<file path="src/rtl/motor_cmd_pkg.sv">
// motor_cmd_pkg
//   Shared definitions for the motor command decoder: bit positions of the
//   header/data word fields, the decoder state encoding and the fixed reply
//   words returned to the SPI slave.
package motor_cmd_pkg;

  // Word type: 0 = header, 1 = data.
  localparam int TYPE_BIT = 15;

  // Header word fields.
  localparam int IDX_LSB  = 0;
  localparam int IDX_MSB  = 3;
  localparam int IDX_W    = IDX_MSB - IDX_LSB + 1;
  localparam int DIR_BIT  = 4;
  localparam int RST_BIT  = 5;

  // Data word fields.
  localparam int ENA_BIT  = 13;
  localparam int DIV_MSB  = 12;

  // Reply words.
  localparam logic [15:0] ACK_BASE      = 16'h8000;
  localparam logic [15:0] REPLY_BAD_IDX = 16'hFFFF;
  localparam logic [15:0] REPLY_TIMEOUT = 16'hFFFE;

  typedef enum logic {
    IDLE      = 1'b0,
    WAIT_DATA = 1'b1
  } state_t;

endpackage

</file>
<file path="src/rtl/motor_cmd_decoder_bank.sv">
// motor_reg_bank
//   Per-motor divider / direction / enable registers plus a one-cycle
//   position-reset pulse. All writes go through a single commit strobe that
//   carries the target motor index, so a motor's settings change atomically.
//
// Ports
//   clk, reset        system clock, asynchronous active-high reset
//   commit            write strobe for the motor selected by idx
//   idx               target motor index
//   div_in            new divider value
//   dir_in, ena_in    new direction / step enable
//   rst_req           pulse pos_reset[idx] on this commit
//   divider           flattened dividers, motor m at [m*DIV_W +: DIV_W]
//   move_dir          per-motor direction
//   step_clock_ena    per-motor step enable
//   pos_reset         per-motor one-cycle position-reset pulse
module motor_reg_bank
  import motor_cmd_pkg::*;
#(
  parameter int NUM_MOTORS = 10,
  parameter int DIV_W      = 13
) (
  input  logic                        clk,
  input  logic                        reset,
  input  logic                        commit,
  input  logic [IDX_W-1:0]            idx,
  input  logic [DIV_W-1:0]            div_in,
  input  logic                        dir_in,
  input  logic                        ena_in,
  input  logic                        rst_req,
  output logic [NUM_MOTORS*DIV_W-1:0] divider,
  output logic [NUM_MOTORS-1:0]       move_dir,
  output logic [NUM_MOTORS-1:0]       step_clock_ena,
  output logic [NUM_MOTORS-1:0]       pos_reset
);

  // NOTE: this bank drives live motor channels, so every register is reset
  // to a known stopped state rather than left to power up random.
  always_ff @(posedge clk or posedge reset) begin
    if (reset) begin
      divider        <= '0;
      move_dir       <= '0;
      step_clock_ena <= '0;
      pos_reset      <= '0;
    end else begin
      // pos_reset is a strobe: cleared every cycle unless this commit sets it.
      pos_reset <= '0;
      for (int m = 0; m < NUM_MOTORS; m++) begin
        if (commit && idx == IDX_W'(m)) begin
          divider[m*DIV_W +: DIV_W] <= div_in;
          move_dir[m]               <= dir_in;
          step_clock_ena[m]         <= ena_in;
          pos_reset[m]              <= rst_req;
        end
      end
    end
  end

endmodule

</file>
<file path="src/rtl/motor_cmd_decoder.sv">
// motor_cmd_decoder
//   Decodes two-word commands (header, then data) arriving from the SPI
//   slave and commits divider/direction/enable to the addressed motor.
//   Also selects the reply word for the next SPI transfer: the addressed
//   motor's position (top 16 bits) after a header, an acknowledge after a
//   data word, or a fixed error code.
//
// Ports
//   clk, reset      system clock, asynchronous active-high reset
//   word_received   SSP level flag, high while recvd_data holds a new word
//   recvd_data      received 16-bit word
//   cur_position    flattened positions, motor m at [m*POS_W +: POS_W]
//   err_clr         clears cmd_error (a same-cycle error wins)
//   divider, move_dir, step_clock_ena, pos_reset   per-motor controls
//   word_to_send    reply word for the next transfer
//   cmd_error       sticky protocol error flag
//   busy            high while waiting for the data word
module motor_cmd_decoder
  import motor_cmd_pkg::*;
#(
  parameter int NUM_MOTORS  = 10,
  parameter int DIV_W       = 13,
  parameter int POS_W       = 20,
  parameter int TIMEOUT_CYC = 100000
) (
  input  logic                        clk,
  input  logic                        reset,
  input  logic                        word_received,
  input  logic [15:0]                 recvd_data,
  input  logic [NUM_MOTORS*POS_W-1:0] cur_position,
  input  logic                        err_clr,
  output logic [NUM_MOTORS*DIV_W-1:0] divider,
  output logic [NUM_MOTORS-1:0]       move_dir,
  output logic [NUM_MOTORS-1:0]       step_clock_ena,
  output logic [NUM_MOTORS-1:0]       pos_reset,
  output logic [15:0]                 word_to_send,
  output logic                        cmd_error,
  output logic                        busy
);

  localparam int CNT_W = (TIMEOUT_CYC > 2) ? $clog2(TIMEOUT_CYC) : 1;
  localparam logic [CNT_W-1:0] CNT_LAST = CNT_W'(TIMEOUT_CYC - 1);

  state_t             state_q, state_d;
  logic               wr_q;
  logic               accept;
  logic [IDX_W-1:0]   idx_q, idx_d;
  logic               dir_q, dir_d;
  logic               rst_req_q, rst_req_d;
  logic [CNT_W-1:0]   cnt_q, cnt_d;
  logic [15:0]        reply_q, reply_d;
  logic               err_q, err_set;
  logic               commit;

  // Field decode of the incoming word.
  logic               is_data;
  logic [IDX_W-1:0]   hdr_idx;
  logic               hdr_valid;
  logic               data_ena;
  logic [DIV_W-1:0]   data_div;
  logic [15:0]        pos_win;

  // Bits that are intentionally ignored (reserved word bits, position LSBs).
  logic               unused_ok;
  assign unused_ok = &{1'b0, recvd_data, cur_position};

  // A word is accepted only on the rising edge of the SSP level flag, so a
  // long high period still yields a single accept.
  assign accept    = word_received & ~wr_q;

  assign is_data   = recvd_data[TYPE_BIT];
  assign hdr_idx   = recvd_data[IDX_MSB:IDX_LSB];
  assign hdr_valid = 32'(hdr_idx) < NUM_MOTORS;
  assign data_ena  = recvd_data[ENA_BIT];
  assign data_div  = DIV_W'(recvd_data[DIV_MSB:0]);

  // Top 16 bits of the position for the motor named in the header.
  always_comb begin
    pos_win = '0;
    for (int m = 0; m < NUM_MOTORS; m++) begin
      if (hdr_idx == IDX_W'(m)) pos_win = cur_position[m*POS_W + (POS_W-16) +: 16];
    end
  end

  // NOTE: every signal assigned in this block gets a default first, so no
  // path leaves it unassigned and no latch is inferred.
  always_comb begin
    state_d   = state_q;
    idx_d     = idx_q;
    dir_d     = dir_q;
    rst_req_d = rst_req_q;
    cnt_d     = (state_q == WAIT_DATA) ? cnt_q + CNT_W'(1) : cnt_q;
    reply_d   = reply_q;
    err_set   = 1'b0;
    commit    = 1'b0;

    if (accept) begin
      if (is_data) begin
        if (state_q == WAIT_DATA) begin
          commit  = 1'b1;
          reply_d = ACK_BASE | {10'd0, data_ena, dir_q, idx_q};
          state_d = IDLE;
        end else begin
          err_set = 1'b1;
        end
      end else begin
        // A header while waiting abandons the pending command, then is
        // handled exactly like a header in IDLE.
        if (state_q == WAIT_DATA) err_set = 1'b1;
        if (hdr_valid) begin
          idx_d     = hdr_idx;
          dir_d     = recvd_data[DIR_BIT];
          rst_req_d = recvd_data[RST_BIT];
          cnt_d     = '0;
          state_d   = WAIT_DATA;
          reply_d   = pos_win;
        end else begin
          err_set = 1'b1;
          state_d = IDLE;
          reply_d = REPLY_BAD_IDX;
        end
      end
    end else if (state_q == WAIT_DATA && cnt_q == CNT_LAST) begin
      err_set = 1'b1;
      state_d = IDLE;
      reply_d = REPLY_TIMEOUT;
    end
  end

  // NOTE: sequential state uses non-blocking assignments so all registers
  // update together from values sampled before the edge.
  always_ff @(posedge clk or posedge reset) begin
    if (reset) begin
      state_q   <= IDLE;
      wr_q      <= 1'b0;
      idx_q     <= '0;
      dir_q     <= 1'b0;
      rst_req_q <= 1'b0;
      cnt_q     <= '0;
      reply_q   <= '0;
      err_q     <= 1'b0;
    end else begin
      state_q   <= state_d;
      wr_q      <= word_received;
      idx_q     <= idx_d;
      dir_q     <= dir_d;
      rst_req_q <= rst_req_d;
      cnt_q     <= cnt_d;
      reply_q   <= reply_d;
      if (err_set)      err_q <= 1'b1;
      else if (err_clr) err_q <= 1'b0;
    end
  end

  motor_reg_bank #(
    .NUM_MOTORS (NUM_MOTORS),
    .DIV_W      (DIV_W)
  ) u_bank (
    .clk            (clk),
    .reset          (reset),
    .commit         (commit),
    .idx            (idx_q),
    .div_in         (data_div),
    .dir_in         (dir_q),
    .ena_in         (data_ena),
    .rst_req        (rst_req_q),
    .divider        (divider),
    .move_dir       (move_dir),
    .step_clock_ena (step_clock_ena),
    .pos_reset      (pos_reset)
  );

  assign word_to_send = reply_q;
  assign cmd_error    = err_q;
  assign busy         = (state_q == WAIT_DATA);

endmodule

</file>
<file path="config.mk">
export PLATFORM = sky130hd
export DESIGN_NAME = motor_cmd_decoder
export DESIGN_NICKNAME = d
export VERILOG_FILES = /design/src/rtl/motor_cmd_pkg.sv /design/src/rtl/motor_cmd_decoder_bank.sv /design/src/rtl/motor_cmd_decoder.sv
export SDC_FILE = /design/constraint.sdc
export NUM_CORES = 1
export LEC_CHECK = 0
export CORE_AREA = 2 2 154 156
export CTS_BUF_LIST = sky130_fd_sc_hd__clkbuf_8
export CTS_CLUSTER_SIZE = 20
export DETAILED_ROUTE_END_ITERATION = 10
export DIE_AREA = 0 0 156 158
export PLACE_DENSITY = 0.79
export SYNTH_ARGS = -nofsm -noshare
export SYNTH_HDL_FRONTEND = slang
export SYNTH_SLANG_ARGS = --single-unit
</file>
<file path="constraint.sdc">
create_clock -name clk -period 17.2 [get_ports clk]
set_clock_uncertainty 0.2 [all_clocks]
set_input_delay 2.58 -clock clk [delete_from_list [all_inputs] [get_ports clk]]
set_output_delay 2.58 -clock clk [all_outputs]
set_load 0.01 [all_outputs]
</file>
==> flow_summary.toml, run 1 <==
[clocking]
ctsResizeCount = 0
max-clock-path-buffers = 3
clk_latency_ps = 520
worst_setup_hold_path_clk_slew_ps = 50
postCtsSetupRepairBufs = 0
cts.htree.levels = 2
clock_tree_from_tritoncts = "yes"
cts.sink_count = 202
cts_buffers = 35
root_buffer = "clkbuf_8"
hold_buffers = 0

[detailed_routing]
drt-vias-per-instance = 5.53
via_count = 8138
number_of_drc_markers_in_iteration_0 = 462
drt-wirelength-per-cell_um = 23.8
final_antenna_net_count = 0
route.final.wire_length_mm = 35.1
drc_violations = 0
firstDrtPassIters = 5

[yosys]
synth_area_per_cell_um2 = 11.8
synth_flop_cell = "dfrtp_1"
yosys_synthesis_warning_count = 0
netlist-cell-type-count = 66
synth-seq-cells = 202
synth_top_area_share_pct = 52.0
post_synth_inst_count = 824
synth_async_sr_flop_share_pct = 100
synth_enable_flop_cells = 0
synthesis.nets = 1045
synthesis.area_mm2 = 0.00971
seq_area_frac_synth_pct = 52.0
ys_top_cells_by_area = "dfrtp_1 (52%), mux2_2 (17%), mux2i_1 (2.7%)"
synthDominantAreaCellType = "dfrtp_1"

[finish]
layout-drive-gt1-share_pct = 19.2
register_area_mm2 = 0.00505
multi_input_comb_area_mm2 = 0.00432
insertedDiodeCount = 0
finish.instance_area_mm2 = 0.0140
final_net_count = 1381
fillCellCount = 1865
syn_to_final_growth_pct = 44.6

[global_routing]
antenna_violations_before_repair = 0
grtUsageTotal_pct = 27.8
grt_pass1_wl_mm = 51.4
grt_remaining_overflow = 0
via_count_of_the_first_global_routing_pass = 8398
grt_max_degree = 137

[timing]
fin_setup_tns_ps = 0
rsz0062_at_grt = "no"
finalHoldViolations = 0
timing_max_transition_violations_final = 0
finalSetupViolations = 0
layout_worst_path_cycle_share_pct = 29.6
min_period_ps = 5080
max-slew-margin-rel_pct = 19.7
tightestPinTransition_ps = 1200
fmax_mhz = 197

[die]
height_of_the_die_um = 158
number_of_placed_i_o_pins = 398
rows = 56
floorplan_core_area_mm2 = 0.0231
die_width_um = 156
total_die_area_mm2 = 0.0246
floorplan.initialDensity_pct = 42.1

[critical_path]
worst_setup_path_end_kind = "register"
required_time_at_the_worst_slack_endpoint_ps = 17390
worst-setup-path-type = "in2reg"
crit_fanout = 16
crit_arrival_ps = 5280
worstSetupStartpointType = "primary input"

[power_and_ir_drop]
max-vdd-ir-drop_mv = 0.0845
power_switching_w = 0.000381
p_comb_share_pct = 25.6
switching_share_pct = 28.6
power_report.internal_total_w = 0.000953
power.density_cell_area_mw_per_mm2 = 95.1
power_frac_clock_pct = 30.5
totalPowerFinal_w = 0.00133
seq_power_share_pct = 43.9
total_leakage_power_nw = 6.29

[placed_design]
place.port_buffers = 356
finalWeightedCongestion = 0.940
dpl.hpwl_mm = 24.8
postPlaceCellArea_mm2 = 0.0134

[run_status]
run_status = "completed"

[flow_run]
max_cap_violations = 0

[min_path]
hold_path_class = "reg2reg"
-- kinds of logic (layout without fill, tap and decap cells) --
kind of cell / Yosys count / after routing / synth area share, %
AND/OR/NAND/NOR: 191 / 191 / 10.6
buffers and inverters: 78 / 435 / 3.79
XOR/XNOR: 16 / 16 / 1.44
flip-flops: 202 / 202 / 52.0
adder cells (fa/ha/maj): 1 / 1 / 0.129
AO/OA/AOI/OAI: 155 / 155 / 11.0
multiplexers: 181 / 181 / 21.0
-- synthesized netlist by cell type (8+ instances only) --
cell type    n
a211oi_1     8
a21oi_1     18
a221oi_1     8
a22o_1      15
a2bb2oi_1    9
buf_1        8
buf_2       23
clkbuf_1    25
dfrtp_1    202
inv_1       11
mux2_2     146
mux2_4       9
mux2i_1     26
nand2_1     35
nand2b_1    20
nand3_1     13
nor2_1      47
nor2b_1     13
nor3_1      18
o211a_1      8
o21ai_0     50
xor2_1      10
-- layout make-up --
class,instances,share of cell area (%)
flip-flops and latches,202,36.0
multi-input cells,544,30.7
repair buffers,364,25.7
clock buffers,40,3.92
well taps,290,2.58
clock inverters,18,0.633
inverters,13,0.401
-- cell usage in the layout, fill, tap and decap left out, types with 4 or more instances in the layout --
cell type          n
clkdlybuf4s50_1  353
dfrtp_1          202
mux2_2           146
o21ai_0           50
nor2_1            45
clkbuf_8          40
nand2_1           35
mux2i_1           26
inv_1             22
nand2b_1          20
nor3_1            18
a21oi_1           18
a22o_1            15
nand3_1           13
nor2b_1           12
xor2_1            10
mux2_4             9
a2bb2oi_1          9
a211oi_1           8
a221oi_1           8
o211a_1            8
buf_4              8
xnor2_1            6
and3_1             5
and2_1             5
a31oi_1            5
nor3b_1            5
o22ai_1            5
nand3b_1           4
a221o_1            4
o221ai_1           4
a22oi_1            4
o22a_1             4
-- flip-flops by register name, indices dropped and copies added, names as in the netlist --
name                   cells
u_bank.step_clock_ena     10
cnt_q                     17
rst_req_q                  1
dir_q                      1
u_bank.pos_reset          10
busy                       1
word_to_send              16
idx_q                      4
cmd_error                  1
wr_q                       1
u_bank.move_dir           10
u_bank.divider           130
-- per-stage QoR --
| stage | setup WS (ps) | util (%) | hold WS [ps] | instances |
|---|---|---|---|---|
| finish | 12120 | 60.9 | 285 | 1471 |
| CTS | 12110 | 60.9 | 291 | 1471 |
| global placement | 11640 | 58.1 | 266 | 1413 |
| detailed placement | 11570 | 58.1 | 278 | 1413 |
| floorplan | 8910 | - | 276 | 824 |
| global route | 11980 | 60.9 | 309 | 1471 |
-- layer usage --
layer  GRT usage [%]  share of wire, %  vias to the layer above
li1                -                 -                     3658
met4            15.2               5.5                        0
met5               0                 0                        -
met2            47.0                49                      399
met3            9.36               9.4                       94
met1            31.2                36                     3987
-- power by group through the flow --
stage                     Combinational [W]  Clock, W  Sequential (W)
after floorplan                    0.000118         0        0.000610
after global placement             0.000338         0        0.000589
after detailed placement           0.000342         0        0.000593
after CTS                          0.000344  0.000418        0.000585
after global routing               0.000363  0.000440        0.000594
final                              0.000341  0.000407        0.000586
-- worst paths after layout --
| check | start | end | slack, ps | cells after the start |
|---|---|---|---|---|
| setup / recovery | word_received | u_bank.divider[114] | 12120 | 6 |
| hold / removal | u_bank.divider[39] | u_bank.divider[39] | 280 | 2 |
| setup reg to reg | busy | u_bank.divider[75] | 14270 | 4 |
| hold reg to reg | u_bank.divider[39] | u_bank.divider[39] | 280 | 2 |
| max in group asynchronous | reset | u_bank.divider[16] | 12790 | 3 |
| min in group asynchronous | reset | u_bank.divider[62] | 2400 | 2 |
-- worst max-delay path: stages --
cell and delay (ps):
clkdlybuf4s50_1 480, nor2b_2 380, nand3b_2 200, nor2_1 230, nand3b_1 810, mux2_2 580
No activity file was read; power rests on OpenSTA's default activity.
==> run 2: changes to the inputs <==
Settings changed: CORE_AREA 2 2 154 156 to 2 2 155 157, DIE_AREA 0 0 156 158 to 0 0 157 159, PLACE_DENSITY 0.79 to 0.78.
Clock period 17.2 ns to 5 ns, I/O delays scaled along.
==> run 2 against run 1 <==
Effect of this change: flip-flop and latch count did not move; clock power rose to 3.7 times the previous value; combinational power rose to 3.5 times the previous value; critical endpoint is now word_to_send[7]; largest cell class unchanged.
==> flow_summary.toml, run 2 (synthesized netlist as in run 1, its figures left out) <==
[global_routing]
grt_pass1_wl_mm = 50.3
grt-busiest-layer = "met2"
grt_max_degree = 134
grt_remaining_overflow = 0
use_met1_pct = 30.3
via_count_of_the_first_global_routing_pass = 8541
use_met2_pct = 44.8
antenna_violations_before_repair = 0
grtUsageTotal_pct = 26.5
global_route.usage.met3_pct = 8.30

[detailed_routing]
firstDrtPassIters = 5
final_antenna_net_count = 0
drt-wirelength-per-cell_um = 22.3
number_of_drc_markers_in_iteration_0 = 557
drc_violations = 0
route.final.wire_length_mm = 33.5
drt-vias-per-instance = 5.36
via_count = 8057

[clocking]
cts_buffers = 35
cts.htree.levels = 2
hold_buffers = 0
clk_latency_ps = 520
root_buffer = "clkbuf_8"
cts.sink_count = 202
clock_tree_from_tritoncts = "yes"
worst_setup_hold_path_clk_slew_ps = 60
ctsResizeCount = 0
postCtsSetupRepairBufs = 0
max-clock-path-buffers = 3

[timing]
timing_max_transition_violations_final = 0
finalSetupViolations = 0
fin_setup_tns_ps = 0
min_period_ps = 3200
rsz0062_at_grt = "no"
tightestPinTransition_ps = 1350
whs_ps = 292
finalHoldViolations = 0
max-slew-margin-rel_pct = 8.54
setup_ws_ps = 1800
fmax_mhz = 313
layout_worst_path_cycle_share_pct = 64.0

[critical_path]
worst-setup-path-type = "in2reg"
crit_fanout = 18
required_time_at_the_worst_slack_endpoint_ps = 5230
worst_setup_path_end_kind = "register"
crit_arrival_ps = 3430
worstSetupStartpointType = "primary input"

[finish]
largest_register_ffs = 130
top_register = "u_bank.divider"
finish.instance_area_mm2 = 0.0142
final_net_count = 1382
layout-drive-gt1-share_pct = 20.0
finalCoreUtilization_pct = 61.2
final_common_cell = "clkdlybuf4s50_1"
insertedDiodeCount = 0
fillCellCount = 1865
final_cell_mix = "clkdlybuf4s50_1 (353), dfrtp_1 (202), mux2_2 (146)"
syn_to_final_growth_pct = 46.1

[die]
number_of_placed_i_o_pins = 398
total_die_area_mm2 = 0.0250
rows = 56
height_of_the_die_um = 159
floorplan.initialDensity_pct = 41.9
floorplan_core_area_mm2 = 0.0232
die_width_um = 157

[placed_design]
postPlaceCellArea_mm2 = 0.0135
place.port_buffers = 356
finalWeightedCongestion = 0.913
dpl.hpwl_mm = 24.0
pre_cts_slack_ps = 1260

[run_status]
run_status = "completed"

[power_and_ir_drop]
power_report.internal_total_w = 0.00338
power_switching_w = 0.00131
max-vdd-ir-drop_mv = 0.281
p_comb_share_pct = 25.1
total_leakage_power_nw = 6.32
seq_power_share_pct = 42.9
power_frac_clock_pct = 32.0
switching_share_pct = 28.0
power.density_cell_area_mw_per_mm2 = 331

[min_path]
hold_path_class = "reg2reg"

[flow_run]
max_cap_violations = 0
==> run 2: path summary, 6_finish.rpt <==
| kind | start | endpoint | slack (ps) | depth (start not counted) |
|---|---|---|---|---|
| worst max-delay path | recvd_data[3] | word_to_send[7] | 1800 | 6 |
| worst max register to register | busy | u_bank.divider[17] | 2190 | 4 |
| worst min-delay path | u_bank.divider[27] | u_bank.divider[27] | 290 | 2 |
| min in group asynchronous | reset | u_bank.divider[97] | 510 | 3 |
| max in group asynchronous | reset | word_to_send[6] | 3400 | 3 |
| worst min register to register | u_bank.divider[27] | u_bank.divider[27] | 290 | 2 |
==> run 2: per-layer routing <==
layer,part of all wire (%),up-vias,routed length [µm]
met5,0,-,0
met4,4.7,0,1590
met3,8.8,84,2950
met2,49,349,16300
met1,38,3974,12700
li1,-,3650,-
==> run 2: critical path: stages <==
cell	delay [ps]
clkdlybuf4s50_1	910
nor4b_1	1140
a22o_1	250
nor3_1	50
o21ai_0	130
o211a_1	190
==> run 2: power by group through the flow <==
stage	registers (W)	clock network [W]	logic, W
6_report	0.00201	0.00150	0.00118
5_1_grt	0.00204	0.00161	0.00126
4_1_cts	0.00201	0.00153	0.00119
3_5_place_dp	0.00203	0	0.00118
3_3_place_gp	0.00202	0	0.00117
2_1_floorplan	0.00210	0	0.000408
==> run 2: per-stage QoR <==
step / cells / total power, W
2_1_floorplan: 824 / 0.00251
3_3_place_gp: 1443 / 0.00319
3_5_place_dp: 1443 / 0.00322
4_1_cts: 1504 / 0.00473
5_1_grt: 1504 / 0.00490
6_report: 1504 / 0.00469
==> run 2: cell type report <==
class,instances,area (µm²),share of cell area [%]
Clock inverter,15,76.3,0.538
Multi-Input combinational cell,544,4320,30.4
Clock buffer,46,633,4.46
Inverter,13,52.6,0.370
Timing Repair Buffer,365,3650,25.8
Sequential cell,202,5050,35.6
Tap cell,319,399,2.81
